## config.mk

```make
export PLATFORM = sky130hd
export DESIGN_NAME = control_fsm
export DESIGN_NICKNAME = d
export VERILOG_FILES = /design/src/rtl/control_fsm.sv
export SDC_FILE = /design/constraint.sdc
export NUM_CORES = 1
export LEC_CHECK = 0
export BUFFER_PORTS_ARGS = -buffer_cell sky130_fd_sc_hd__buf_2
export CORE_ASPECT_RATIO = 0.75
export CORE_UTILIZATION = 51
export DETAILED_ROUTE_END_ITERATION = 10
export PLACE_DENSITY = 0.82
export SYNTH_ARGS = -nofsm -noshare
export SYNTH_HDL_FRONTEND = slang
export SYNTH_SLANG_ARGS = --single-unit
```

## constraint.sdc

```tcl
create_clock -name clk -period 2.44 [get_ports clk]
set_clock_uncertainty 0.05 [all_clocks]
set_input_delay 0.488 -clock clk [delete_from_list [all_inputs] [get_ports clk]]
set_output_delay 0.488 -clock clk [all_outputs]
set_load 0.005 [all_outputs]
```

## src/rtl/control_fsm.sv

```systemverilog
// -----------------------------------------------------------------------------
// control_fsm
//
// Multicycle main controller placed directly upstream of instruction decode.
// Each instruction is sequenced through fetch / decode / execute / memory /
// writeback states. All datapath controls are decoded from the current state
// (Moore style). The only exception is FETCH: there, ir_write and pc_write
// also depend on mem_ready, so the instruction register and PC update in the
// same cycle that the memory returns the instruction word.
//
// Ports:
//   clk           system clock; all state updates happen on the rising edge
//   reset         synchronous, active-high
//   opcode[6:0]   instr[6:0] from the instruction register
//   zero          ALU zero flag, used by BEQ
//   mem_ready     memory completes the current access this cycle
//   mem_req       memory access requested
//   mem_write     the current request is a store
//   adr_src       memory address select: 0 = PC, 1 = Result
//   ir_write      latch the instruction register and OldPC
//   pc_write      PC load enable (pc_update | (branch & zero))
//   alu_src_a     00 = PC, 01 = OldPC, 10 = rs1 data
//   alu_src_b     00 = rs2 data, 01 = imm_ext, 10 = constant 4
//   alu_op        00 = add, 01 = sub, 10 = funct-decoded
//   result_src    00 = ALUOut, 01 = read data, 10 = ALU result
//   reg_write     register file write enable
//   illegal_instr sticky flag, set when an unknown opcode is decoded
//   instret       retired-instruction counter, wraps modulo 2^CNT_W
// -----------------------------------------------------------------------------
module control_fsm #(
  parameter int CNT_W = 32
) (
  input  logic             clk,
  input  logic             reset,
  input  logic [6:0]       opcode,
  input  logic             zero,
  input  logic             mem_ready,
  output logic             mem_req,
  output logic             mem_write,
  output logic             adr_src,
  output logic             ir_write,
  output logic             pc_write,
  output logic [1:0]       alu_src_a,
  output logic [1:0]       alu_src_b,
  output logic [1:0]       alu_op,
  output logic [1:0]       result_src,
  output logic             reg_write,
  output logic             illegal_instr,
  output logic [CNT_W-1:0] instret
);

  localparam logic [6:0] OP_R     = 7'b0110011;
  localparam logic [6:0] OP_I     = 7'b0010011;
  localparam logic [6:0] OP_LOAD  = 7'b0000011;
  localparam logic [6:0] OP_STORE = 7'b0100011;
  localparam logic [6:0] OP_BRANCH= 7'b1100011;
  localparam logic [6:0] OP_JAL   = 7'b1101111;

  typedef enum logic [3:0] {
    FETCH    = 4'd0,
    DECODE   = 4'd1,
    MEMADR   = 4'd2,
    MEMREAD  = 4'd3,
    MEMWB    = 4'd4,
    MEMWRITE = 4'd5,
    EXEC_R   = 4'd6,
    EXEC_I   = 4'd7,
    ALUWB    = 4'd8,
    BEQ      = 4'd9,
    JAL      = 4'd10,
    ILLEGAL  = 4'd11
  } state_t;

  state_t state;

  // Internal PC-update requests; combined with zero into pc_write.
  logic branch;
  logic pc_update;

  // State register, sticky illegal flag and retire counter. Retirement is
  // counted on the edge that leaves the final state of each instruction.
  always_ff @(posedge clk) begin
    if (reset) begin
      state         <= FETCH;
      illegal_instr <= 1'b0;
      instret       <= '0;
    end else begin
      unique case (state)
        FETCH: begin
          if (mem_ready) state <= DECODE;
        end
        DECODE: begin
          unique case (opcode)
            OP_LOAD, OP_STORE: state <= MEMADR;
            OP_R:              state <= EXEC_R;
            OP_I:              state <= EXEC_I;
            OP_BRANCH:         state <= BEQ;
            OP_JAL:            state <= JAL;
            default: begin
              state         <= ILLEGAL;
              illegal_instr <= 1'b1;
            end
          endcase
        end
        MEMADR: begin
          state <= (opcode == OP_STORE) ? MEMWRITE : MEMREAD;
        end
        MEMREAD: begin
          if (mem_ready) state <= MEMWB;
        end
        MEMWB: begin
          state   <= FETCH;
          instret <= instret + CNT_W'(1);
        end
        MEMWRITE: begin
          if (mem_ready) begin
            state   <= FETCH;
            instret <= instret + CNT_W'(1);
          end
        end
        EXEC_R: state <= ALUWB;
        EXEC_I: state <= ALUWB;
        ALUWB: begin
          state   <= FETCH;
          instret <= instret + CNT_W'(1);
        end
        BEQ: begin
          state   <= FETCH;
          instret <= instret + CNT_W'(1);
        end
        // JAL redirects the PC here, then reuses ALUWB to write PC+4 to rd.
        JAL: state <= ALUWB;
        // Terminal until reset; counter stays frozen.
        ILLEGAL: state <= ILLEGAL;
        default: state <= FETCH;
      endcase
    end
  end

  // Moore output decode. Enables are forced low while reset is high so that
  // a reset landing mid-access never produces a partial write.
  always_comb begin
    mem_req    = 1'b0;
    mem_write  = 1'b0;
    adr_src    = 1'b0;
    ir_write   = 1'b0;
    alu_src_a  = 2'b00;
    alu_src_b  = 2'b00;
    alu_op     = 2'b00;
    result_src = 2'b00;
    reg_write  = 1'b0;
    branch     = 1'b0;
    pc_update  = 1'b0;

    unique case (state)
      FETCH: begin
        mem_req    = 1'b1;
        adr_src    = 1'b0;
        alu_src_a  = 2'b00;
        alu_src_b  = 2'b10;
        alu_op     = 2'b00;
        result_src = 2'b10;
        // Capture the instruction and advance PC only when the word arrives.
        ir_write   = mem_ready;
        pc_update  = mem_ready;
      end
      DECODE: begin
        // Precompute the branch target OldPC + imm while decode settles.
        alu_src_a = 2'b01;
        alu_src_b = 2'b01;
        alu_op    = 2'b00;
      end
      MEMADR: begin
        alu_src_a = 2'b10;
        alu_src_b = 2'b01;
        alu_op    = 2'b00;
      end
      MEMREAD: begin
        mem_req    = 1'b1;
        adr_src    = 1'b1;
        result_src = 2'b00;
      end
      MEMWB: begin
        result_src = 2'b01;
        reg_write  = 1'b1;
      end
      MEMWRITE: begin
        mem_req    = 1'b1;
        mem_write  = 1'b1;
        adr_src    = 1'b1;
        result_src = 2'b00;
      end
      EXEC_R: begin
        alu_src_a = 2'b10;
        alu_src_b = 2'b00;
        alu_op    = 2'b10;
      end
      EXEC_I: begin
        alu_src_a = 2'b10;
        alu_src_b = 2'b01;
        alu_op    = 2'b10;
      end
      ALUWB: begin
        result_src = 2'b00;
        reg_write  = 1'b1;
      end
      BEQ: begin
        alu_src_a  = 2'b10;
        alu_src_b  = 2'b00;
        alu_op     = 2'b01;
        result_src = 2'b00;
        branch     = 1'b1;
      end
      JAL: begin
        alu_src_a  = 2'b01;
        alu_src_b  = 2'b10;
        alu_op     = 2'b00;
        result_src = 2'b00;
        pc_update  = 1'b1;
      end
      ILLEGAL: begin
      end
      default: begin
      end
    endcase

    if (reset) begin
      mem_req   = 1'b0;
      mem_write = 1'b0;
      ir_write  = 1'b0;
      reg_write = 1'b0;
    end
  end

  assign pc_write = (pc_update | (branch & zero)) & ~reset;

endmodule
```

# ---- Yosys cells after proc, flatten, opt, wreduce, memory -nomap -nowiden
# Cells that the tools add are included.
dict set report totals {
  elab_cells 69
  ramBits 0
  romBits 0
  latch_bits 0
  inputBits 11
  register_bits 37
  memories 0
}
dict set report op_classes {
  eq_ne 20
  n_shift 0
  addsub 1
  n_reduce_logical 17
  n_lt_le_gt_ge 0
  div_mod_pow 0
  bitwise_logic 5
  muxes 23
  multipliers 0
}
# op n
set ops {}
lappend ops {{$pmux 32 s2} 1}
lappend ops {{$add 32x1->32 const B} 1}
lappend ops {{$mux 32} 1}
lappend ops {{$pmux 4 s7} 1}
lappend ops {{$pmux 4 s5} 1}
lappend ops {{$eq 4x3->1 const B} 4}
lappend ops {{$eq 4x4->1 const B} 4}
lappend ops {{$pmux 2 s2} 4}
lappend ops {{$eq 7x6->1 const B} 2}
lappend ops {{$eq 7x7->1 const B} 2}
lappend ops {{$mux 4} 3}
lappend ops {{$reduce_or 2->1} 6}
lappend ops {{$reduce_or 3->1} 4}
lappend ops {{$mux 1} 10}
lappend ops {{$eq 4x2->1 const B} 2}
lappend ops {{$eq 7x2->1 const B} 1}
lappend ops {{$eq 7x5->1 const B} 1}
lappend ops {{$ne 2x2->1 const B} 3}
lappend ops {{$reduce_or 6->1} 1}
lappend ops {{$eq 4x1->1 const B} 1}
lappend ops {{$logic_not 4->1} 1}
lappend ops {{$reduce_and 2->1} 2}
lappend ops {{$reduce_or 4->1} 1}
lappend ops {{$mux 3} 1}
lappend ops {{other kinds (6)} 8}

# ---- Depth between registers and ports, before layout
# Gate-level depths: netlist (run 1).
dict set report logic_depth {
  ltp_word 5
  mapped_depth 7
}

# ---- Least setup slack after synthesis (run 1)
# OpenSTA, ideal clock, no wires.
dict set report synth_path {
  kind {register -> output}
  start {reg state[3]}
  end {out ir_write}
  slack_ps 657
  t_arrival_ps 1245
  stages_incl_launch_ff 5
  path_buffers 1
  path_cell_list {dfxtp_1 > buf_2 > or2_2 > nor3_1 > nor3b_1}
}
dict set report synth_between {
  elab_chain_cells 3
}
# element line_no
set synth_rtl {}
lappend synth_rtl {{start, declared} 74} ;# state_t state;
lappend synth_rtl {{start signal, assigned} 106} ;# state <= (opcode == OP_STORE) ? MEMWRITE : MEMREAD;
lappend synth_rtl {{$logic_not 4->1} 155} ;# unique case (state)
lappend synth_rtl {{$mux 1} 155}
lappend synth_rtl {{$mux 1} 227} ;# if (reset) begin
lappend synth_rtl {{end, declared} 41} ;# output logic ir_write,
# Every way passes these cells.

# ---- Worst setup path in the final report (run 1)
dict set report layout_path {
  start {reg state[0]}
  end {out ir_write}
}
# The elaborated chain is that of the path after synthesis.

==> out/results.ini, run 1 <==
[run_status]
status = complete, no violations

[logic_synthesis]
synth_area_leaders = dfxtp_1 35%, xor2_1 8.7%, nor2_1 7.4%
yosys.cell_types.count = 44
syn_inst = 262
syn_avg_cell_area_um2 = 8.10
synth_ff_type = dfxtp_1
synth_edf_count = 0
yosys.area.top_type = dfxtp_1
synthArstFlopShare_pct = 0
syn_area_um2 = 2120
yosysWarnings = 0
synth_seq_cells = 37
synth_nets = 274
synth_top_area_share_pct = 34.9
synth-seq-area-share_pct = 34.9

[power_and_ir_drop]
power.density_nw_per_um2 = 564
power_frac_comb_pct = 25.3
p_sw_share_pct = 31.4
p_int_uw = 976
vdd_ir_drop_max_v = 0.000323
clkPwrFrac_pct = 26.8
power_switching_uw = 446
seq_power_share_pct = 47.9
total_power_mw = 1.42
leakage_nw = 1.08

[global_route]
grtUsageTotal_pct = 22.7
grt_max_degree = 23
overflow = 0
grt_pass1_wl_um = 8170
first_global_vias = 1777
antenna_found_initial = 0

[place]
portBuffers = 57
pre_cts_ws_ps = 443
gp_congestion = 0.794
hpwlAfterDp_um = 3310
dp_cells = 361

[routing]
dr.pass1.iters = 4
remaining_drc_errors = 0
wl_um = 4710
wl_per_cell_um = 12.8
ant_nets = 0
first_iter_violations = 67
vias = 2017
drt-vias-per-instance = 5.50

[worst_setup_path]
timing.rr.start = state[2]$_SDFFE_PP0P_
r2r_cells = 6
arrival_ps = 1710
rr_endpoint = instret[31]$_SDFFE_PP0P_
cp_max_fo = 17
r2r_slack_ps = 430
cp-start-kind = flip-flop
crit_end = ir_write
startpoint = state[0]$_SDFFE_PP0P_
end_kind = output port
setup.worst_path.class = flip-flop to output port
required_ps = 1900

[timing]
slew_headroom_pct = 63.2
timing_hold_violations_final = 0
setup_viol = 0
final.min_clock_period_ps = 2250
worstMarginPinSlew_ps = 551
max_freq_mhz = 445
rsz0062_at_grt = false
fin_ws_ps = 191
finalMaxSlewViolations = 0
fin_tns_setup_ps = 0
fin_crit_sh_pct = 92.2

[die]
rows = 19
initial_core_util_pct = 55.5
dieWidth_um = 76.5
dieArea_um2 = 4430
fp.dieH_um = 57.9
fp.coreArea_um2 = 3830
io_pins = 58

[clock_network]
htree_levels = 2
numCtsBuffers = 5
post_cts.repair.setup_buffers = 0
cts_tree = built
ctsLongestPathBuffers = 2
clk_latency_ps = 280
cts.sinks = 37
root_buffer = clkbuf_8
path_clk_slew_ps = 60

[final_layout]
final_cells = 367
nets = 328
diodes = 0
layout-drive-gt1-share_pct = 26.0
area_growth_pct = 18.7

[flow_run]
max_cap_viol_count = 0

[worst_hold_path]
min_path_type = flip-flop to flip-flop

==> flip-flops by register name, summed over array words and instances (netlist names) <==
signal         count
illegal_instr      1
instret           32
state              4
==> cell usage after synthesis (2+ instances only) <==
master	n
and4_1	4
and3_1	5
nand3_1	6
o22a_1	2
o21ai_0	9
nor4_2	2
a21oi_1	13
xnor2_1	7
nand4_1	19
nand2b_1	5
buf_2	7
dfxtp_1	37
nand4b_1	3
or3_1	4
xor2_1	21
and2_1	4
inv_1	5
nor2b_1	5
nor2_1	42
clkbuf_1	8
nor3_1	11
nor3_4	2
nand2_1	17
a2bb2oi_1	2
nand4_2	3
==> how the worst min path moves through the flow <==
stage,start,end,slack (ps),depth (start not counted)
finish,illegal_instr$_SDFFE_PP0P_,illegal_instr$_SDFFE_PP0P_,440,2
global route,illegal_instr$_SDFFE_PP0P_,illegal_instr$_SDFFE_PP0P_,460,2
CTS,illegal_instr$_SDFFE_PP0P_,illegal_instr$_SDFFE_PP0P_,440,2
detailed placement,illegal_instr$_SDFFE_PP0P_,illegal_instr$_SDFFE_PP0P_,420,2
global placement,illegal_instr$_SDFFE_PP0P_,illegal_instr$_SDFFE_PP0P_,420,2
floorplan,illegal_instr$_SDFFE_PP0P_,illegal_instr$_SDFFE_PP0P_,410,2
==> logic make-up (layout without fill, tap and decap cells) <==
kind of cell / Yosys count / in the layout / share of synthesized area [%]
fa+ha+maj: 1 / 1 / 0.589
xor+xnor: 28 / 28 / 11.6
buf+inv: 20 / 73 / 3.95
compound gates: 39 / 39 / 12.0
simple gates: 137 / 137 / 37.0
flops: 37 / 37 / 34.9
==> per-layer routing <==
layer  wire length (µm)  share of wire (%)  global-route usage [%]
met5                  0                  0                       0
met4                  6               0.13                    3.02
met3                230                4.9                    4.41
met2               2100                 45                    37.3
met1               2370                 50                    31.9
==> power by group through the flow <==
stage	clock, mW	combinational (mW)	sequential [mW]
after floorplan	0	0.286	0.654
after global placement	0	0.352	0.693
after detailed placement	0	0.359	0.692
after CTS	0.393	0.360	0.680
after global routing	0.415	0.406	0.688
final	0.380	0.360	0.682
==> timing repair <==
action,4_1_cts,5_1_grt
hold buffers,0,0
endpoints found under the hold margin,0,0
gates resized for setup,0,1
setup endpoints to repair,0,1
==> worst max-delay path, cell delays in order, from the launching register on <==
cell and delay [ps]:
dfxtp_1 460, or2_2 370, nor3_1 240, nor3b_1 230, buf_2 150
==> cells in the final DEF (no fill, tap or decap), types with 2 or more instances in the layout <==
cell type,Yosys,routed
xor2_1,21,21
dfxtp_1,37,36
and3_1,5,5
nand4_2,3,3
nor4_2,2,2
nor3_4,2,2
nor3_1,11,11
nor2b_1,5,5
and4_1,4,4
or3_1,4,4
nand2b_1,5,5
nor2_1,42,42
a21oi_1,13,13
and2_1,4,4
nand3_1,6,6
nand2_1,17,17
nand4_1,19,19
o21ai_0,9,9
o22a_1,2,2
inv_1,5,5
buf_2,7,57
buf_4,0,5
nand4b_1,3,3
a2bb2oi_1,2,2
clkbuf_8,0,5
xnor2_1,7,7
==> per-stage QoR <==
stage	area [µm²]	util [%]	hold WS (ps)
after floorplan	2120	-	411
after global placement	2450	63.9	416
after detailed placement	2450	63.9	419
after CTS	2520	65.8	441
after global routing	2520	65.9	462
final	2520	65.9	443
==> area by class of cell <==
| cell class | count | area (µm²) |
|---|---|---|
| clock buffer | 5 | 68.8 |
| clock inverter | 1 | 5.00 |
| fill | 347 | 1310 |
| multi-input combinational | 205 | 1300 |
| tap | 52 | 65.1 |
| timing repair buffer | 62 | 323 |
| inverter | 5 | 18.8 |
| sequential | 37 | 742 |
(Power assumes the default switching activity.)
==> run 2, diff against run 1 <==
Settings changed: CORE_UTILIZATION 51 to 52, PLACE_DENSITY 0.82 to 0.83.
==> run 2 against run 1 <==
Register-to-register slack better by 60 ps. Utilization increased by 2.0 points. Count of clock-buffer cells in the layout rose by 2. Non-clock buffer count is 2 higher. First-iteration DRC count is 64% higher. Critical path depth is the same. Setup slack worse by 0.97 ps. Critical path type unchanged. Largest power group unchanged. Highest routed layer unchanged.
==> out/results.ini, run 2 (same netlist as run 1, synthesis figures left out) <==
[run_status]
status = complete, no violations

[final_layout]
layout-drive-gt1-share_pct = 27.0
largest_reg_flops = 32
area_growth_pct = 20.7
post-route-util_pct = 67.8
layout_commonest_cell = buf_2
diodes = 0
final_cells = 371
reg_top3 = instret (32), state (4), illegal_instr (1)
finalInstanceArea_um2 = 2560
regMostFlops = instret
final_cell_mix = 57 x buf_2, 42 x nor2_1, 36 x dfxtp_1, 21 x xor2_1, 19 x nand4_1
num-fill-cells = 304
nets = 330

[routing]
remaining_drc_errors = 0
vias = 2049
first_iter_violations = 110
ant_nets = 0
wl_per_cell_um = 12.6
wl_um = 4670
drt-vias-per-instance = 5.52
dr.pass1.iters = 4

[place]
portBuffers = 57
gp_congestion = 0.790
dp_cells = 363
dpl-instance-area_um2 = 2460
hpwlAfterDp_um = 3400

[clock_network]
ctsHoldBuffers = 0
cts.sinks = 37
cts_tree = built
numCtsBuffers = 5
path_clk_slew_ps = 70
root_buffer = clkbuf_8
htree_levels = 2
clk_latency_ps = 290
ctsLongestPathBuffers = 2

[worst_setup_path]
arrival_ps = 1710
cp_max_fo = 17
end_kind = output port
required_ps = 1900
cp-start-kind = flip-flop
setup.worst_path.class = flip-flop to output port

[timing]
rsz0062_at_grt = false
fin_tns_setup_ps = 0
final.min_clock_period_ps = 2250
finalMaxSlewViolations = 0
fin_crit_sh_pct = 92.2
timing_hold_violations_final = 0
worstMarginPinSlew_ps = 541
slew_headroom_pct = 63.9
setup_viol = 0
max_freq_mhz = 444

[power_and_ir_drop]
leakage_nw = 1.10
power.density_nw_per_um2 = 590
vdd_ir_drop_max_v = 0.000291
total_power_mw = 1.51

[worst_hold_path]
min_path_type = flip-flop to flip-flop

[global_route]
grt_max_degree = 28
antenna_found_initial = 0
grtUsageTotal_pct = 22.3
grt_pass1_wl_um = 7530
first_global_vias = 1663
overflow = 0

[die]
initial_core_util_pct = 56.2
rows = 19
io_pins = 58
fp.coreArea_um2 = 3780
dieArea_um2 = 4350
dieWidth_um = 75.8
fp.dieH_um = 57.3

[flow_run]
max_cap_viol_count = 0

[run 2: critical path, cell delays in order, from the launching register on]
cell     delay (ps)
dfxtp_1         470
or2_2           370
nor3_1          250
nor3b_1         210
buf_2           140
[run 2: power by group]
part           total, mW  switching (mW)  internal (mW)
sequential         0.670          0.0444          0.626
combinational      0.378           0.211          0.167
clock              0.465           0.210          0.255
total               1.51           0.465           1.05
[run 2: worst paths after layout]
check,slack [ps],depth (start not counted),end,startpoint
max,190,4,ir_write,state[0]$_SDFFE_PP0P_
min,430,2,instret[31]$_SDFFE_PP0P_,instret[31]$_SDFFE_PP0P_
max reg2reg,490,6,instret[12]$_SDFFE_PP0P_,state[2]$_SDFFE_PP0P_
min reg2reg,430,2,instret[31]$_SDFFE_PP0P_,instret[31]$_SDFFE_PP0P_
[run 2: routing by layer]
| metal | part of all wire (%) | up-vias | GRT usage (%) |
|---|---|---|---|
| met4 | 0.81 | 0 | 5.56 |
| li1 | - | 1047 | - |
| met3 | 5.5 | 5 | 4.77 |
| met5 | 0 | - | 0 |
| met1 | 52 | 931 | 34.1 |
| met2 | 42 | 66 | 31.6 |
[run 2: through the flow]
| stage | worst slack [ps] | hold slack (ps) |
|---|---|---|
| after floorplan | 657 | 411 |
| after global placement | 497 | 416 |
| after detailed placement | 436 | 417 |
| after CTS | 108 | 432 |
| after global routing | 75.6 | 459 |
| final | 190 | 433 |
[run 2: what timing repair did]
action	CTS	global route
setup endpoints to repair	0	1
resized for setup	0	1
buffers inserted	0	0
[run 2: layout make-up]
| type | instances | area, µm² | area share [%] |
|---|---|---|---|
| multi-input cells | 205 | 1300 | 50.7 |
| clock buffers | 7 | 96.3 | 3.76 |
| well taps | 52 | 65.1 | 2.54 |
| flip-flops and latches | 37 | 742 | 28.9 |
| clock inverters | 1 | 5.00 | 0.195 |
| inverters | 5 | 18.8 | 0.732 |
| repair buffers | 64 | 338 | 13.2 |
